`src/rtl/alu_seq_pkg.sv`:
```
// Shared types and sizing helpers for the nibble-serial ALU sequencer.
package alu_seq_pkg;

  typedef enum logic [1:0] {
    OP_ADD = 2'b00,
    OP_ADC = 2'b01,
    OP_SUB = 2'b10,
    OP_SBC = 2'b11
  } op_e;

  typedef enum logic [1:0] {
    S_IDLE = 2'b00,
    S_CALC = 2'b01,
    S_DONE = 2'b10
  } state_e;

  localparam int DEF_WIDTH = 8;

  function automatic int nib_of(input int width);
    return width / 4;
  endfunction

  // Step counter needs at least one bit even for a single-nibble datapath.
  function automatic int idx_w(input int nib);
    return (nib > 1) ? $clog2(nib) : 1;
  endfunction

  localparam int NIB   = nib_of(DEF_WIDTH);
  localparam int NIB_W = idx_w(NIB);

endpackage

```
`src/rtl/adder_283.sv`:
```
// 4-bit carry-lookahead adder, gate-for-gate equivalent of the 74HC283.
module adder_283 (
  input  logic [3:0] a,
  input  logic [3:0] b,
  input  logic       cin,
  output logic [3:0] s,
  output logic       cout
);

  logic [3:0] g, p;
  logic [4:0] c;

  assign g = a & b;
  assign p = a ^ b;

  assign c[0] = cin;
  assign c[1] = g[0] | (p[0] & c[0]);
  assign c[2] = g[1] | (p[1] & g[0]) | (p[1] & p[0] & c[0]);
  assign c[3] = g[2] | (p[2] & g[1]) | (p[2] & p[1] & g[0]) | (p[2] & p[1] & p[0] & c[0]);
  assign c[4] = g[3] | (p[3] & g[2]) | (p[3] & p[2] & g[1]) | (p[3] & p[2] & p[1] & g[0])
              | (p[3] & p[2] & p[1] & p[0] & c[0]);

  assign s    = p ^ c[3:0];
  assign cout = c[4];

endmodule

```
`src/rtl/alu_nibble_seq.sv`:
```
// WIDTH-bit add/subtract sequenced one nibble per clock through a single adder_283.
// Define ALU_SEQ_OVF_EN to build the signed-overflow flag; otherwise flag_v is tied low.
module alu_nibble_seq
  import alu_seq_pkg::*;
#(
  parameter int WIDTH = DEF_WIDTH
) (
  input  logic             clk,
  input  logic             rst_n,
  input  logic             start,
  input  logic [1:0]       op,
  input  logic [WIDTH-1:0] a,
  input  logic [WIDTH-1:0] b,
  input  logic             c_in,
  output logic             busy,
  output logic             valid,
  output logic [WIDTH-1:0] result,
  output logic             flag_c,
  output logic             flag_z,
  output logic             flag_n,
  output logic             flag_v
);

  localparam int NSTEP = nib_of(WIDTH);
  localparam int IW    = idx_w(NSTEP);
  localparam logic [IW-1:0] LAST = IW'(NSTEP - 1);

  state_e           state, state_nx;
  logic [WIDTH-1:0] a_r, bp_r, res_r;
  logic             carry_r;
  logic [IW-1:0]    idx_r;

  logic             accept, last_step;
  logic [WIDTH-1:0] b_eff;
  logic             cin_eff;
  logic [3:0]       nib_sum;
  logic             nib_cout;

  adder_283 u_add (
    .a    (a_r[4*idx_r +: 4]),
    .b    (bp_r[4*idx_r +: 4]),
    .cin  (carry_r),
    .s    (nib_sum),
    .cout (nib_cout)
  );

  // Subtraction is a + ~b + carry, so borrow-in maps to carry-in = 0.
  always_comb begin
    b_eff   = b;
    cin_eff = 1'b0;
    case (op_e'(op))
      OP_ADD: begin b_eff = b;  cin_eff = 1'b0; end
      OP_ADC: begin b_eff = b;  cin_eff = c_in; end
      OP_SUB: begin b_eff = ~b; cin_eff = 1'b1; end
      OP_SBC: begin b_eff = ~b; cin_eff = c_in; end
      default: begin b_eff = b; cin_eff = 1'b0; end
    endcase
  end

  // busy stays high through the valid cycle, which blocks acceptance there.
  always_comb begin
    state_nx  = state;
    accept    = 1'b0;
    last_step = (idx_r == LAST);
    case (state)
      S_IDLE: if (start && !busy) begin
        accept   = 1'b1;
        state_nx = S_CALC;
      end
      S_CALC: if (last_step) state_nx = S_DONE;
      S_DONE: state_nx = S_IDLE;
      default: state_nx = S_IDLE;
    endcase
  end

  always_ff @(posedge clk or negedge rst_n) begin
    if (!rst_n) state <= S_IDLE;
    else        state <= state_nx;
  end

  always_ff @(posedge clk or negedge rst_n) begin
    if (!rst_n) begin
      a_r     <= '0;
      bp_r    <= '0;
      res_r   <= '0;
      carry_r <= 1'b0;
      idx_r   <= '0;
    end else if (accept) begin
      a_r     <= a;
      bp_r    <= b_eff;
      res_r   <= '0;
      carry_r <= cin_eff;
      idx_r   <= '0;
    end else if (state == S_CALC) begin
      res_r[4*idx_r +: 4] <= nib_sum;
      carry_r             <= nib_cout;
      idx_r               <= last_step ? '0 : idx_r + 1'b1;
    end
  end

  // result/flags only move on the DONE edge so they hold between valids.
  always_ff @(posedge clk or negedge rst_n) begin
    if (!rst_n) begin
      busy   <= 1'b0;
      valid  <= 1'b0;
      result <= '0;
      flag_c <= 1'b0;
      flag_z <= 1'b0;
      flag_n <= 1'b0;
    end else begin
      busy  <= accept || (state == S_CALC) || (state == S_DONE);
      valid <= (state == S_DONE);
      if (state == S_DONE) begin
        result <= res_r;
        flag_c <= carry_r;
        flag_z <= (res_r == '0);
        flag_n <= res_r[WIDTH-1];
      end
    end
  end

`ifdef ALU_SEQ_OVF_EN
  logic v_r;

  always_ff @(posedge clk or negedge rst_n) begin
    if (!rst_n)
      v_r <= 1'b0;
    else if (state == S_DONE)
      v_r <= (a_r[WIDTH-1] == bp_r[WIDTH-1]) && (res_r[WIDTH-1] != a_r[WIDTH-1]);
  end

  assign flag_v = v_r;
`else
  assign flag_v = 1'b0;
`endif

endmodule

```
`config.mk`:
```
export PLATFORM = sky130hd
export DESIGN_NAME = alu_nibble_seq
export DESIGN_NICKNAME = d
export VERILOG_FILES = /design/src/rtl/alu_seq_pkg.sv /design/src/rtl/adder_283.sv /design/src/rtl/alu_nibble_seq.sv
export SDC_FILE = /design/constraint.sdc
export NUM_CORES = 1
export LEC_CHECK = 0
export ABC_AREA = 1
export CELL_PAD_IN_SITES_DETAIL_PLACEMENT = 0
export CELL_PAD_IN_SITES_GLOBAL_PLACEMENT = 2
export CORE_ASPECT_RATIO = 0.7
export CORE_MARGIN = 5
export CORE_UTILIZATION = 33
export DETAILED_ROUTE_END_ITERATION = 8
export HOLD_SLACK_MARGIN = 0.05
export PLACE_DENSITY_LB_ADDON = 0.1
export SLEW_MARGIN = 20
export SYNTH_ARGS = -nofsm -noshare
export SYNTH_HDL_FRONTEND = slang
export SYNTH_SLANG_ARGS = --single-unit
```
`constraint.sdc`:
```
create_clock -name clk -period 4.6 [get_ports clk]
set_input_delay 1.15 -clock clk [delete_from_list [all_inputs] [get_ports clk]]
set_output_delay 1.15 -clock clk [all_outputs]
set_load 0.02 [all_outputs]
```
---- Word-level counts from Yosys, hierarchy flattened ----
Index checks and enable logic that the tools add are counted.
word-level totals
  register bits after elaboration ......... 41
  input bits .............................. 22
operators by class
  $add $sub $neg .......................... 2
  equal/unequal tests ..................... 7
  shifts and indexed selects .............. 4
  multiplexer cells ....................... 15
  bitwise operators ....................... 30
  reduce and logical (&&, ||, !) cells .... 12
operators with widths
  cell                                                                    number
  3-bit negator with 34-bit output                                        1
  4-bit by 34-bit variable shift with 8-bit output, first input constant  1
  4-bit by 34-bit indexed part select with 8-bit output                   1
  1-bit bitwise AND                                                       16
  8-bit two-way mux                                                       2
  8-bit case mux with 2 select lines                                      1
  8-bit by 4-bit indexed part select with 4-bit output                    2
  1-bit OR                                                                10
  8-bit bitwise mux                                                       1
  8-bit logical NOT                                                       1
  8-bit NOT                                                               1
  4-bit bitwise XOR                                                       2
  1-bit two-way mux                                                       7
  2-bit equality test, second input constant                              3
  2-bit OR reduction                                                      3
  4-bit bitwise AND                                                       1
  2-bit by 1-bit equality test with 1-bit output, second input constant   2
  2-bit logical NOT                                                       2
  2-bit two-way mux                                                       2
  2-bit inequality test, second input constant                            2
  2-bit case mux with 2 select lines                                      1
  1-bit case mux with 3 select lines                                      1
  1-bit logical OR                                                        2
  2-bit AND reduction                                                     1
  other kinds (4)                                                         4

---- Depth between registers and ports, before layout ----
  depth in word-level cells ............... 11
  depth in mapped cells ................... 11
  mapped depth without buffers ............ 11

---- By module ----
From an unflattened synthesis, not the netlist that was laid out.
unflattened totals
  cells, all modules ...................... 245
  area total of the unflattened synthesis .. 1940.6 um^2
modules (own cells, without submodules)
  module          instances  cells each  area an instance (um^2)  seq. area each (um^2)
  alu_nibble_seq  1          214         1751.7                   1001.0
  adder_283       1          31          188.9                    0.0

---- Worst setup path before layout ----
No wires, ideal clock.
  path kind ............................... input to register
  start ................................... in start
  end ..................................... reg res_r[3]
  setup time .............................. 0.117 ns
  arrival time ............................ 1.689 ns
  data required time ...................... 4.483 ns
  setup slack ............................. 2.794 ns
  stages on the path ...................... 6
  buffers on the path ..................... 1
  cells stage by stage .................... inv_1 > nor2_1 > nand2_4 > buf_4 > nand3_1 > nand2_1
between the ends
  cells in the longest elaborated chain, start to end .. 4
RTL lines
  item                                                     RTL line              text
  start, declared                                          alu_nibble_seq.sv:10  input logic start,
  1-bit logical AND (*)                                    alu_nibble_seq.sv:66  S_IDLE: if (start && !busy) begin
  1-bit two-way mux (*)                                    alu_nibble_seq.sv:66
  1-bit two-way mux (*)                                    alu_nibble_seq.sv:65  case (state)
  8-bit two-way mux or 2-bit nonzero test (tied branches)  --
  end signal, assigned by index                            alu_nibble_seq.sv:95  res_r[4*idx_r +: 4] <= nib_sum;
  end, declared                                            alu_nibble_seq.sv:29  logic [WIDTH-1:0] a_r, bp_r, res_r;
Mark *: on every way between the ends. The rest lies on a longest branch, timed or not.
A chain may end at the register's enable or synchronous reset.

---- Final worst setup path ----
  start ................................... reg result[7]
  end ..................................... out result[7]
RTL lines
  item                    RTL line               text
  start, declared         alu_nibble_seq.sv:17   output logic [WIDTH-1:0] result,
  start signal, assigned  alu_nibble_seq.sv:114  result <= res_r;
No word-level cell between the ends.

==> flow_metrics.env <==
export IMPL_status="complete, no violations"
export IMPL_die_w_um=102
export IMPL_crit_slowest_cell="clkdlybuf4s50_1"
export IMPL_clk_pin_slew_worst_paths_ns=0.09
export IMPL_fin_skew_ns=0.0145
export IMPL_areaGrowthSynthToFinish_pct=24.4
export IMPL_viasPerCell=4.23
export IMPL_rsz0062_at_grt="no"
export IMPL_dp_hpwl_mm=3.05
export IMPL_synth_top_area_cell="dfrtp_1"
export IMPL_setup_violations=0
export IMPL_drc=0
export IMPL_path_buf_inv=1
export IMPL_cts_root_buf="clkbuf_8"
export IMPL_start_kind="flop"
export IMPL_slew_limit_headroom_pct=39.2
export IMPL_wire_per_inst_um=12.3
export IMPL_cp_arrival_ns=1.28
export IMPL_numCtsBuffers=5
export IMPL_path_class="flop to output pin"
export IMPL_ys_seq_elements=40
export IMPL_pwr_density_cell_nw_per_um2=714
export IMPL_antenna_found_initial=0
export IMPL_num_rows=23
export IMPL_leakage_nw=1.25
export IMPL_grt_max_degree=41
export IMPL_ys_warn_count=0
export IMPL_cts_resized=0
export IMPL_floorplan_initialDensity_pct=34.0
export IMPL_synth_edf_count=0
export IMPL_timing_fmax_mhz=411
export IMPL_port_buffers=34
export IMPL_fin_util_pct=42.3
export IMPL_n_antenna_cell=0
export IMPL_insertion_delay_ns=0.29
export IMPL_ys_async_sr_fraction_pct=100
export IMPL_cp_max_fo=3
export IMPL_io_pins=36
export IMPL_finalNetCount=294
export IMPL_postCtsHoldBufs=0
export IMPL_critPathTopFamily="buffers and inverters"
export IMPL_worstSetupEndpointType="output pin"
export IMPL_htree_levels=2
export IMPL_yosys_area_top_type_share_pct=51.4
export IMPL_worstPathCellList="clkdlybuf4s50_1"
export IMPL_synth_cell_type_count=25
export IMPL_final_area_um2=2420
export IMPL_crit_required_ns=3.45
export IMPL_netlist_top_cells_area="dfrtp_1 51%, nand2_1 20%, xnor2_1 4.0%"
export IMPL_place_gp_congestion=0.696
export IMPL_placed_area_um2=2310
export IMPL_netlist_instances=233
export IMPL_globalRouteOverflowTotal=0
export IMPL_maxCapViolCount=0
export IMPL_nFillCells=602
export IMPL_hp_class="flop to flop"
export IMPL_tns_ns=0
export IMPL_core_um2=5730
export IMPL_hold_viol_final=0
export IMPL_drive_above_1_share_pct=6.74
export IMPL_clock_sinks=40
export IMPL_tightest_slew_ns=0.912
export IMPL_vias=1448
export IMPL_max_stage_delay_ns=0.61
export IMPL_syn_num_nets=261
export IMPL_wl_mm=4.22
export IMPL_clockBufferDepth=2
export IMPL_dr_pass1_iters=4
export IMPL_ys_seq_area_share_pct=51.4
export IMPL_drt_initial_drc_count=64
export IMPL_tritoncts="built"
export IMPL_period_share_pct=52.9
export IMPL_chipHeight_um=74.3
export IMPL_irDropWorstVdd_mv=0.241
export IMPL_dieArea_um2=7560
export IMPL_period_minus_slack_ns=2.43
export IMPL_syn_avg_cell_area_um2=8.36
export IMPL_syn_area_um2=1950
export IMPL_grt_total_usage_pct=12.8
export IMPL_post_cts_buffers=0
export IMPL_grt_pass1_wl_mm=7.42
export IMPL_synthFlopType="dfrtp_1"
export IMPL_first_global_vias=1521
export IMPL_final_antenna_net_count=0
export IMPL_drv_slew=0
layout make-up:
type / count / area (µm²) / area share (%)
flip-flops and latches: 40 / 1000 / 41.3
multi-input cells: 168 / 818 / 33.8
repair buffers: 34 / 335 / 13.8
well taps: 75 / 93.8 / 3.87
clock buffers: 6 / 72.6 / 3.00
inverters: 17 / 66.3 / 2.74
clock inverters: 2 / 35.0 / 1.45
sequential cells by signal, summed over array words and instances (netlist names), 2 cells and up:
signal,count
state,2
res_r,8
result,8
bp_r,8
a_r,8
final timing paths:
kind                       startpoint        end  slack [ns]  cells past startpoint
min reg2reg                    a_r[6]     a_r[6]        0.48                      2
max                         result[7]  result[7]        2.17                      1
min                            a_r[6]     a_r[6]        0.48                      2
min in group asynchronous       rst_n   res_r[6]        0.98                      1
max reg2reg                     idx_r   res_r[7]        2.54                     10
max in group asynchronous       rst_n     a_r[1]        3.03                      1
cell families after synthesis:
kind of cell             Yosys count  synth area share (%)
AND/OR/NAND/NOR                  136                  29.2
flip-flops                        40                  51.4
buffers and inverters             25                  6.56
AO/OA/AOI/OAI                     16                  4.37
XOR/XNOR                           9                  4.05
adder cells (fa/ha/maj)            6                  4.24
other                              1                 0.193
cell usage in the layout, fill, tap and decap left out:
cell type	synthesis	final
clkdlybuf4s50_1	0	33
nor3_1	1	1
o21ai_1	8	8
o21ai_0	5	5
clkinv_2	0	1
nor2_1	8	8
conb_1	1	1
nand4_1	1	1
inv_2	2	2
nand3_1	15	15
o22ai_1	2	2
inv_1	14	14
bufinv_16	0	1
dfrtp_1	40	40
fa_1	1	1
nor2_4	2	2
nor2_2	2	2
ha_1	5	5
buf_2	1	1
nor4_1	1	1
clkbuf_1	0	1
nand2_4	1	1
inv_4	1	1
clkbuf_8	0	5
xnor2_1	9	9
nand2_2	2	2
nand2_1	103	103
o21bai_1	1	1
Yosys cell counts, types with 5 or more instances:
| library cell | count |
|---|---|
| nand2_1 | 103 |
| dfrtp_1 | 40 |
| nand3_1 | 15 |
| inv_1 | 14 |
| xnor2_1 | 9 |
| nor2_1 | 8 |
| o21ai_1 | 8 |
| buf_4 | 6 |
| ha_1 | 5 |
| o21ai_0 | 5 |
metal layers:
| layer | up-vias | share of wire [%] | track usage, % |
|---|---|---|---|
| li1 | 792 | - | - |
| met1 | 626 | 59 | 20.7 |
| met2 | 28 | 36 | 16.4 |
| met3 | 2 | 4.6 | 3.47 |
| met4 | 0 | 0.57 | 3.54 |
| met5 | - | 0 | 0 |
stage by stage:
| stage | hold WS [ns] | power (mW) | worst slack (ns) | std cells |
|---|---|---|---|---|
| after floorplan | 0.449 | 1.20 | 2.79 | 233 |
| after global placement | 0.465 | 1.46 | 1.98 | 334 |
| after detailed placement | 0.466 | 1.47 | 1.99 | 334 |
| after CTS | 0.487 | 1.76 | 2.16 | 342 |
| after global routing | 0.502 | 1.91 | 2.11 | 342 |
| final | 0.480 | 1.73 | 2.17 | 342 |
worst register-to-register path: cells and delay by family (launching register included):
family	cells	cell delay [ns]
AND/OR/NAND/NOR	8	0.76
flip-flops	1	0.62
adder cells (fa/ha/maj)	1	0.37
buffers and inverters	1	0.21
report_power, final:
group	switching, mW	internal [mW]	leakage, nW
combinational	0.505	0.329	0.682
clock	0.123	0.161	0.0552
sequential	0.104	0.507	0.512
total	0.733	0.996	1.25
Power figures use the tool's default switching activity.
